==> src/rtl/scoreboard_ctrl_if.sv <==
// Button/score bundle between the synchronisers, the score controller and the display path.
// Latency: none, wires only.
// Backpressure: none; button inputs are levels and outputs are plain registered values.
// Ports:
//   a_up_i/a_down_i/b_up_i/b_down_i  synchronised button levels
//   clear_i                          synchronous score clear
//   score_a_o/score_b_o              team scores
//   upd_valid_o/upd_team_o           change pulse and team of last change
//   busy_a_o/busy_b_o                per-team busy (pending or hold-off)
//   score_a_bcd_o/score_b_bcd_o      BCD scores, only with SCOREBOARD_BCD_EN defined
interface scoreboard_ctrl_if #(
  parameter int BW = 7
);
  logic          a_up_i;
  logic          a_down_i;
  logic          b_up_i;
  logic          b_down_i;
  logic          clear_i;
  logic [BW-1:0] score_a_o;
  logic [BW-1:0] score_b_o;
  logic          upd_valid_o;
  logic          upd_team_o;
  logic          busy_a_o;
  logic          busy_b_o;
`ifdef SCOREBOARD_BCD_EN
  logic [7:0]    score_a_bcd_o;
  logic [7:0]    score_b_bcd_o;

  modport master (
    output a_up_i, a_down_i, b_up_i, b_down_i, clear_i,
    input  score_a_o, score_b_o, upd_valid_o, upd_team_o, busy_a_o, busy_b_o,
    input  score_a_bcd_o, score_b_bcd_o
  );
  modport slave (
    input  a_up_i, a_down_i, b_up_i, b_down_i, clear_i,
    output score_a_o, score_b_o, upd_valid_o, upd_team_o, busy_a_o, busy_b_o,
    output score_a_bcd_o, score_b_bcd_o
  );
`else
  modport master (
    output a_up_i, a_down_i, b_up_i, b_down_i, clear_i,
    input  score_a_o, score_b_o, upd_valid_o, upd_team_o, busy_a_o, busy_b_o
  );
  modport slave (
    input  a_up_i, a_down_i, b_up_i, b_down_i, clear_i,
    output score_a_o, score_b_o, upd_valid_o, upd_team_o, busy_a_o, busy_b_o
  );
`endif
endinterface

==> src/rtl/scoreboard_ctrl.sv <==
// Two-team score controller: button edge detect, round-robin shared update, saturation, hold-off.
// Latency: edge sampled at k -> score written at k+1 (k+2 if it loses arbitration).
// Backpressure: none; edges arriving while a team is pending or in hold-off are dropped.
// Ports: clk_i (posedge), rst_i (sync, active-high, beats clear), sb (scoreboard_ctrl_if.slave).
// Optional: define SCOREBOARD_BCD_EN to drive sb.score_a_bcd_o/score_b_bcd_o (needs MAX_VAL <= 99).
module scoreboard_ctrl #(
  parameter int BW      = 7,
  parameter int MAX_VAL = 99,
  parameter int HOLDOFF = 4
) (
  input logic              clk_i,
  input logic              rst_i,
  scoreboard_ctrl_if.slave sb
);
  // hold-off counter is loaded with HOLDOFF-1 and counts down to zero
  localparam int            CW        = (HOLDOFF > 1) ? $clog2(HOLDOFF) : 1;
  localparam logic [CW-1:0] HOLD_LOAD = CW'(HOLDOFF - 1);
  localparam logic [BW-1:0] MAX_V     = BW'(MAX_VAL);

  generate
    if (MAX_VAL >= (1 << BW) || MAX_VAL < 0 || HOLDOFF < 1) begin : g_bad_param
      $error("scoreboard_ctrl: need 0 <= MAX_VAL < 2**BW and HOLDOFF >= 1");
    end
  endgenerate

  typedef enum logic [1:0] {IDLE = 2'd0, PEND = 2'd1, HOLD = 2'd2} state_t;

  // index 0 = team A, index 1 = team B
  state_t        st        [2];
  logic [CW-1:0] cnt       [2];
  logic [BW-1:0] score     [2];
  logic [BW-1:0] nxt_score [2];
  logic [1:0]    dir_up;
  logic [1:0]    busy_q;
  logic [1:0]    up_q, dn_q;
  logic [1:0]    up_lvl, dn_lvl;
  logic [1:0]    rise_up, rise_dn;
  logic [1:0]    pend, gnt, chg;
  logic          rr_ptr;
  logic          upd_valid_q;
  logic          upd_team_q;

  assign up_lvl  = {sb.b_up_i, sb.a_up_i};
  assign dn_lvl  = {sb.b_down_i, sb.a_down_i};
  assign rise_up = up_lvl & ~up_q;
  assign rise_dn = dn_lvl & ~dn_q;
  assign pend    = {st[1] == PEND, st[0] == PEND};

  // single grant per cycle; the pointer only breaks ties
  always_comb begin
    gnt = pend;
    if (&pend) begin
      gnt         = 2'b00;
      gnt[rr_ptr] = 1'b1;
    end
  end

  // saturating step; chg=0 means the request is consumed without a visible change
  always_comb begin
    for (int i = 0; i < 2; i++) begin
      nxt_score[i] = score[i];
      chg[i]       = 1'b0;
      if (dir_up[i]) begin
        if (score[i] != MAX_V) begin
          nxt_score[i] = score[i] + BW'(1);
          chg[i]       = 1'b1;
        end
      end else if (score[i] != '0) begin
        nxt_score[i] = score[i] - BW'(1);
        chg[i]       = 1'b1;
      end
    end
  end

  always_ff @(posedge clk_i) begin
    if (rst_i) begin
      up_q        <= 2'b00;
      dn_q        <= 2'b00;
      rr_ptr      <= 1'b0;
      upd_valid_q <= 1'b0;
      upd_team_q  <= 1'b0;
      dir_up      <= 2'b00;
      busy_q      <= 2'b00;
      for (int i = 0; i < 2; i++) begin
        st[i]    <= IDLE;
        cnt[i]   <= '0;
        score[i] <= '0;
      end
    end else begin
      // edge history keeps running through clear so a held button does not re-fire
      up_q <= up_lvl;
      dn_q <= dn_lvl;
      if (sb.clear_i) begin
        rr_ptr      <= 1'b0;
        upd_valid_q <= 1'b0;
        busy_q      <= 2'b00;
        for (int i = 0; i < 2; i++) begin
          st[i]    <= IDLE;
          cnt[i]   <= '0;
          score[i] <= '0;
        end
      end else begin
        upd_valid_q <= 1'b0;
        if (&pend) rr_ptr <= ~rr_ptr;
        for (int i = 0; i < 2; i++) begin
          case (st[i])
            IDLE: begin
              // simultaneous up and down cancel each other
              if (rise_up[i] ^ rise_dn[i]) begin
                st[i]     <= PEND;
                dir_up[i] <= rise_up[i];
                busy_q[i] <= 1'b1;
              end
            end
            PEND: begin
              if (gnt[i]) begin
                score[i] <= nxt_score[i];
                st[i]    <= HOLD;
                cnt[i]   <= HOLD_LOAD;
                if (chg[i]) begin
                  upd_valid_q <= 1'b1;
                  upd_team_q  <= (i == 1);
                end
              end
            end
            HOLD: begin
              if (cnt[i] == '0) begin
                st[i]     <= IDLE;
                busy_q[i] <= 1'b0;
              end else begin
                cnt[i] <= cnt[i] - CW'(1);
              end
            end
            default: begin
              st[i]     <= IDLE;
              busy_q[i] <= 1'b0;
            end
          endcase
        end
      end
    end
  end

  assign sb.score_a_o   = score[0];
  assign sb.score_b_o   = score[1];
  assign sb.upd_valid_o = upd_valid_q;
  assign sb.upd_team_o  = upd_team_q;
  assign sb.busy_a_o    = busy_q[0];
  assign sb.busy_b_o    = busy_q[1];

`ifdef SCOREBOARD_BCD_EN
  generate
    if (MAX_VAL > 99) begin : g_bad_bcd
      $error("scoreboard_ctrl: BCD output needs MAX_VAL <= 99");
    end
  endgenerate

  function automatic logic [7:0] to_bcd(input logic [BW-1:0] v);
    int tens;
    int units;
    tens  = int'(v) / 10;
    units = int'(v) % 10;
    return {4'(tens), 4'(units)};
  endfunction

  assign sb.score_a_bcd_o = to_bcd(score[0]);
  assign sb.score_b_bcd_o = to_bcd(score[1]);
`endif
endmodule

==> src/flat_wrapper.sv <==
// flat-port wrapper written by rule: the top's interface ports become plain ports
module scoreboard_ctrl_flat 
#(
  parameter int BW      = 7,
  parameter int MAX_VAL = 99,
  parameter int HOLDOFF = 4
)
  (clk_i, rst_i, sb_a_up_i, sb_a_down_i, sb_b_up_i, sb_b_down_i, sb_clear_i, sb_score_a_o, sb_score_b_o, sb_upd_valid_o, sb_upd_team_o, sb_busy_a_o, sb_busy_b_o);
  scoreboard_ctrl_if #(.BW(BW)) sb_i ();
  input logic clk_i;
  input logic rst_i;
  input wire logic [$bits(sb_i.a_up_i)-1:0] sb_a_up_i;
  input wire logic [$bits(sb_i.a_down_i)-1:0] sb_a_down_i;
  input wire logic [$bits(sb_i.b_up_i)-1:0] sb_b_up_i;
  input wire logic [$bits(sb_i.b_down_i)-1:0] sb_b_down_i;
  input wire logic [$bits(sb_i.clear_i)-1:0] sb_clear_i;
  output wire logic [$bits(sb_i.score_a_o)-1:0] sb_score_a_o;
  output wire logic [$bits(sb_i.score_b_o)-1:0] sb_score_b_o;
  output wire logic [$bits(sb_i.upd_valid_o)-1:0] sb_upd_valid_o;
  output wire logic [$bits(sb_i.upd_team_o)-1:0] sb_upd_team_o;
  output wire logic [$bits(sb_i.busy_a_o)-1:0] sb_busy_a_o;
  output wire logic [$bits(sb_i.busy_b_o)-1:0] sb_busy_b_o;
  assign sb_i.a_up_i = sb_a_up_i;
  assign sb_i.a_down_i = sb_a_down_i;
  assign sb_i.b_up_i = sb_b_up_i;
  assign sb_i.b_down_i = sb_b_down_i;
  assign sb_i.clear_i = sb_clear_i;
  assign sb_score_a_o = sb_i.score_a_o;
  assign sb_score_b_o = sb_i.score_b_o;
  assign sb_upd_valid_o = sb_i.upd_valid_o;
  assign sb_upd_team_o = sb_i.upd_team_o;
  assign sb_busy_a_o = sb_i.busy_a_o;
  assign sb_busy_b_o = sb_i.busy_b_o;
  scoreboard_ctrl #(.BW(BW), .MAX_VAL(MAX_VAL), .HOLDOFF(HOLDOFF)) u_core (.clk_i(clk_i), .rst_i(rst_i), .sb(sb_i));
endmodule
==> config.mk <==
export PLATFORM = sky130hd
export DESIGN_NAME = scoreboard_ctrl_flat
export DESIGN_NICKNAME = d
export VERILOG_FILES = /design/src/rtl/scoreboard_ctrl_if.sv /design/src/rtl/scoreboard_ctrl.sv /design/src/flat_wrapper.sv
export SDC_FILE = /design/constraint.sdc
export NUM_CORES = 1
export LEC_CHECK = 0
export BUFFER_PORTS_ARGS = -buffer_cell sky130_fd_sc_hd__buf_2
export CAP_MARGIN = 10
export CORE_UTILIZATION = 35
export CTS_BUF_LIST = sky130_fd_sc_hd__clkbuf_2
export DETAILED_ROUTE_END_ITERATION = 7
export PLACE_DENSITY_LB_ADDON = 0.1
export SYNTH_ARGS = -nofsm -noshare
export SYNTH_HDL_FRONTEND = slang
export SYNTH_SLANG_ARGS = --single-unit
==> constraint.sdc <==
create_clock -name clk_i -period 2.8 [get_ports clk_i]
set_input_delay 0.42 -clock clk_i [delete_from_list [all_inputs] [get_ports clk_i]]
set_output_delay 0.42 -clock clk_i [all_outputs]
set_load 0.005 [all_outputs]
After elaboration in Yosys (flattened, before gate mapping):

Memory sizes are Yosys's and may differ from the RTL's.
Cells that the tools add are included.
W data, S select, Z words.

* reductions and logical operators: 15
* magnitude comparators: 2
* add/subtract/negate cells: 6
* muxes and demuxes: 106
* eq/ne operators: 10
* bitwise logic cells: 30

Operators with widths (number)
* $mux W1: 76
* $mux W7: 10
* $mux W2: 17
* $or A1 B1 Y1: 20
* $add A7 B1 Y7 const B: 2
* $ne A7 B7 Y1 const B: 2
* $reduce_bool A7 Y1: 2
* $sub A7 B1 Y7 const B: 2
* $reduce_and A3 Y1: 4
* $logic_not A2 Y1: 4
* $ne A2 B1 Y1 const B: 4
* $pmux W1 S3: 2
* $reduce_or A3 Y1: 2
* $and A2 B2 Y2: 2
* $eq A2 B1 Y1 const B: 2
* $eq A2 B2 Y1 const B: 2
* $not A1 Y1: 4
* $not A2 Y2: 2
* $sub A2 B1 Y2 const B: 2
* $lt A1 B2 Y1 const B: 1
* $reduce_and A2 Y1: 1
* $reduce_or A2 Y1: 1
* $xor A1 B1 Y1: 2
* $demux W1 S1: 1
* 2 further kinds: 2

* logic and storage cells: 181
* bits in writable memories: 22
* flip-flop bits (word level): 11
* bits of input ports: 7
* memories kept: 3
* output and inout port bits: 18

Memories
* u_core.score: words 2, width 7, rd ports 2, clocked after Yosys merged registers in 0, wr ports 2, line scoreboard_ctrl.sv:31 `logic [BW-1:0] score [2];`
* u_core.cnt: words 2, width 2, rd ports 2, clocked after Yosys merged registers in 0, wr ports 2, line scoreboard_ctrl.sv:30 `logic [CW-1:0] cnt [2];`
* u_core.st: words 2, width 2, rd ports 2, clocked after Yosys merged registers in 0, wr ports 2, line scoreboard_ctrl.sv:29 `state_t st [2];`

Depth between registers and ports, before layout:

* depth in word-level cells: 13
* depth in mapped cells: 6
* gate-level depth less buffers: 6

Least setup slack after synthesis:

Ideal clock, no wire load.

* path type: register to register
* from: mem u_core.score[1][0], in the netlist u_core.score[0][7]
* to: mem u_core.score[1][6], in the netlist u_core.score[0][13] (data pin)
* library setup time: 145 ps
* arrival: 1834 ps
* path buffers: 0
* slack: 821 ps
* period minus slack after synthesis: 1979 ps
* required time: 2655 ps
* cell stages (with the launch flop): 6
* cell sequence: edfxtp_1 -> fa_1 -> a211oi_1 -> o21bai_1 -> a2111o_1 -> o21ai_1

RTL lines (line)
* start: declaration: scoreboard_ctrl.sv:31

==> flow_metrics.tcl <==
set metrics [dict create \
    critical_path.reg2reg.startpoint "u_core.dir_up[1]" \
    use_met2_pct 23.9 \
    synth.net_count 220 \
    finish.instance_area_um2 2190 \
    fin_worst_hold_slack_ns 0.250 \
    cts_buffer_depth 2 \
    drv_cap 0 \
    gpl.final_weighted_congestion 0.841 \
    initial_core_util_pct 37.4 \
    layout.filler_cells 532 \
    initial_antenna_violation_count 0 \
    pre_cts_worst_setup_slack_ns 0.669 \
    floorplan.die_area_um2 5890 \
    grt_start_max_net_pins 13 \
    setup_viol 0 \
    placed_area_um2 2150 \
    min_delay_worst_endpoint "u_core.dn_q[1]" \
    synth_async_sr_flop_share_pct 0 \
    timing.critical_path.required_ns 3.07 \
    worstMarginPinSlew_ns 0.552 \
    dr_vias_cell 5.18 \
    worstSetupStartpointType "flop" \
    ios 25 \
    drcViolationCount 0 \
    synth.yosys.seq_area_share_pct 44.5 \
    synthesis.yosys.warnings 0 \
    min_period_ns 2.20 \
    drt_wl_total_mm 4.09 \
    slew_viols_final 0 \
    detail_route.wl_per_cell_um 13.7 \
    ys_dominant_reg_cell "sky130_fd_sc_hd__edfxtp_1" \
    yosysUniqueCellTypes 40 \
    multi_input_comb_area_um2 1030 \
    worst_hold_startpoint "sb_b_down_i" \
    layout-drive-gt1-share_pct 16.7 \
    clock-skew-final_ns 0.0281 \
    syn_to_final_growth_pct 11.8 \
    max_slew_margin_pct 63.2 \
    post_cts.resized_instances 0 \
    clock_insertion_delay_worst_skew_ns 0.41 \
    layout.cells.most_common_list "sky130_fd_sc_hd__buf_2, sky130_fd_sc_hd__edfxtp_1, sky130_fd_sc_hd__nor2_1" \
    grt_setup_unrepaired "no" \
    worst_setup_path_type "reg2reg" \
    first_iter_violations 81 \
    outcome "finished clean" \
    htree_levels 2 \
    postSynthCellCount 199 \
    final_cells 298 \
    cts_root_buf "sky130_fd_sc_hd__clkbuf_2" \
    diodes 0 \
    detailed_place_hpwl_mm 3.06 \
    core.rowCount 26 \
    cts_inserted_buffers 5 \
    power.ir.vdd_worst_mv 0.239 \
    drt_pre_antenna_iters 4 \
    seq_cells_post_synth 33 \
    critical_path.reg2reg.endpoint "u_core.score[0][13]" \
    min_delay_path_depth 2 \
    hold_buffers 0 \
    globalRouteMet1Util_pct 20.3 \
    groute.usage.overall_pct 15.5 \
    critical_path.max_fanout 7 \
    die_height_um 76.8 \
    synth_area_per_cell_um2 9.83 \
    grt_pass1_vias 1539 \
    cts_setup_buffers 0 \
    static-leakage-power_nw 0.913 \
    synth_edf_count 21 \
    layout_setup_ws_ns 0.605 \
    max_freq_mhz 455 \
    cts.reportedPaths.clkPinSlew_ns 0.21 \
    grt_pass1_wl_mm 7.11 \
    timing_hold_violations_final 0 \
    dp.cells 290 \
    crit_path_end_kind "flop" \
    mostFrequentLayoutCell "sky130_fd_sc_hd__buf_2" \
    power.density_cell_area_nw_per_um2 572 \
    numClockSinks 33 \
    fp.coreArea_um2 5240 \
    fp.dieW_um 76.8 \
    setup-tns-final_ns 0 \
    global_route.usage.met3_pct 3.57 \
    num-nets-final 248 \
    overflow 0 \
    vias 1545 \
    sequential_cell_area_um2 871 \
    syn-cell-area_um2 1960 \
    portBuffers 24 \
    worst-r2r-setup-slack_ns 0.60 \
    tritoncts "built" \
    busiest_layer "met2" \
    timing.hold.worst.class "in2reg" \
    rr_worst_depth 6 \
    ant_nets 0 \
    final_min_period_over_clock_period_pct 78.4 \
    worst_ep_arrival_time_ns 2.46 \
]
-- where the power goes --
part	internal [mW]	switching (mW)	total, mW	leakage (nW)
combinational	0.168	0.216	0.384	0.550
sequential	0.577	0.0502	0.627	0.335
clock	0.0582	0.183	0.241	0.0287
total	0.803	0.449	1.25	0.913
-- Yosys cell counts, types with 3 or more instances --
| cell type | number | area [um^2] |
|---|---|---|
| sky130_fd_sc_hd__nor3_1 | 5 | 25.0 |
| sky130_fd_sc_hd__nand2b_1 | 7 | 43.8 |
| sky130_fd_sc_hd__a211oi_1 | 9 | 67.6 |
| sky130_fd_sc_hd__a21o_1 | 7 | 52.6 |
| sky130_fd_sc_hd__nor2b_1 | 6 | 37.5 |
| sky130_fd_sc_hd__nand2_1 | 11 | 41.3 |
| sky130_fd_sc_hd__nor2_1 | 20 | 75.1 |
| sky130_fd_sc_hd__a21oi_1 | 11 | 55.1 |
| sky130_fd_sc_hd__ha_1 | 12 | 150 |
| sky130_fd_sc_hd__o21ai_0 | 16 | 80.1 |
| sky130_fd_sc_hd__inv_1 | 7 | 26.3 |
| sky130_fd_sc_hd__dfxtp_1 | 12 | 240 |
| sky130_fd_sc_hd__clkbuf_1 | 3 | 11.3 |
| sky130_fd_sc_hd__edfxtp_1 | 21 | 631 |
| sky130_fd_sc_hd__xnor2_1 | 4 | 35.0 |
| sky130_fd_sc_hd__nand3_1 | 8 | 40.0 |
| sky130_fd_sc_hd__or4_1 | 3 | 22.5 |
-- kinds of logic (layout without fill, tap and decap cells) --
| group | count (synthesis) | count (layout) | synth area share [%] |
|---|---|---|---|
| simple gates | 74 | 74 | 19.6 |
| flops | 33 | 33 | 44.5 |
| compound gates | 57 | 57 | 18.9 |
| xor+xnor | 6 | 6 | 2.69 |
| buf+inv | 12 | 41 | 3.07 |
| fa+ha+maj | 14 | 14 | 9.72 |
| mux | 3 | 3 | 1.60 |
-- sequential cells by signal, summed over array words and instances, names as in the netlist --
name / count
u_core.sb.upd_valid_o: 1
u_core.score: 14
u_core.cnt: 4
u_core.sb.upd_team_o: 1
u_core.rr_ptr: 1
u_core.dn_q: 2
u_core.dir_up: 2
u_core.busy_q: 2
u_core.up_q: 2
u_core.st: 4
-- area by class of cell --
cell class                      instances  area share, %
Sequential cell                        33           39.8
Clock buffer                            5           1.14
Tap cell                               70           4.00
Inverter                                7           1.20
Clock inverter                          3          0.800
Multi-Input combinational cell        154           46.9
Timing Repair Buffer                   26           6.17
-- through the flow --
step	power (mW)	utilization (%)
detailed placement	1.02	41.0
global route	1.34	41.8
floorplan	0.915	-
global placement	1.03	41.0
CTS	1.26	41.8
finish	1.25	41.8
-- per-layer routing --
metal	routed length [um]	share of wire, %
met5	0	0
met4	77	1.9
met3	97	2.4
met2	1860	46
met1	2050	50
-- how the worst max path moves through the flow --
stage,depth (start not counted),end,slack [ns],from
2_1_floorplan,5,u_core.score[0][13],0.82,u_core.score[0][7]
3_3_place_gp,6,u_core.score[0][13],0.69,u_core.dir_up[1]
3_5_place_dp,6,u_core.score[0][13],0.67,u_core.dir_up[1]
4_1_cts,6,u_core.score[0][13],0.58,u_core.dir_up[1]
5_1_grt,6,u_core.score[0][13],0.43,u_core.dir_up[1]
6_report,6,u_core.score[0][13],0.60,u_core.dir_up[1]
-- critical path: stages (launching register included) --
cell	delay, ns
sky130_fd_sc_hd__dfxtp_1	0.45
sky130_fd_sc_hd__inv_1	0.18
sky130_fd_sc_hd__fa_1	0.46
sky130_fd_sc_hd__a211oi_1	0.32
sky130_fd_sc_hd__o21bai_1	0.14
sky130_fd_sc_hd__a2111o_1	0.42
sky130_fd_sc_hd__o21ai_1	0.08
(Power assumes the default switching activity.)
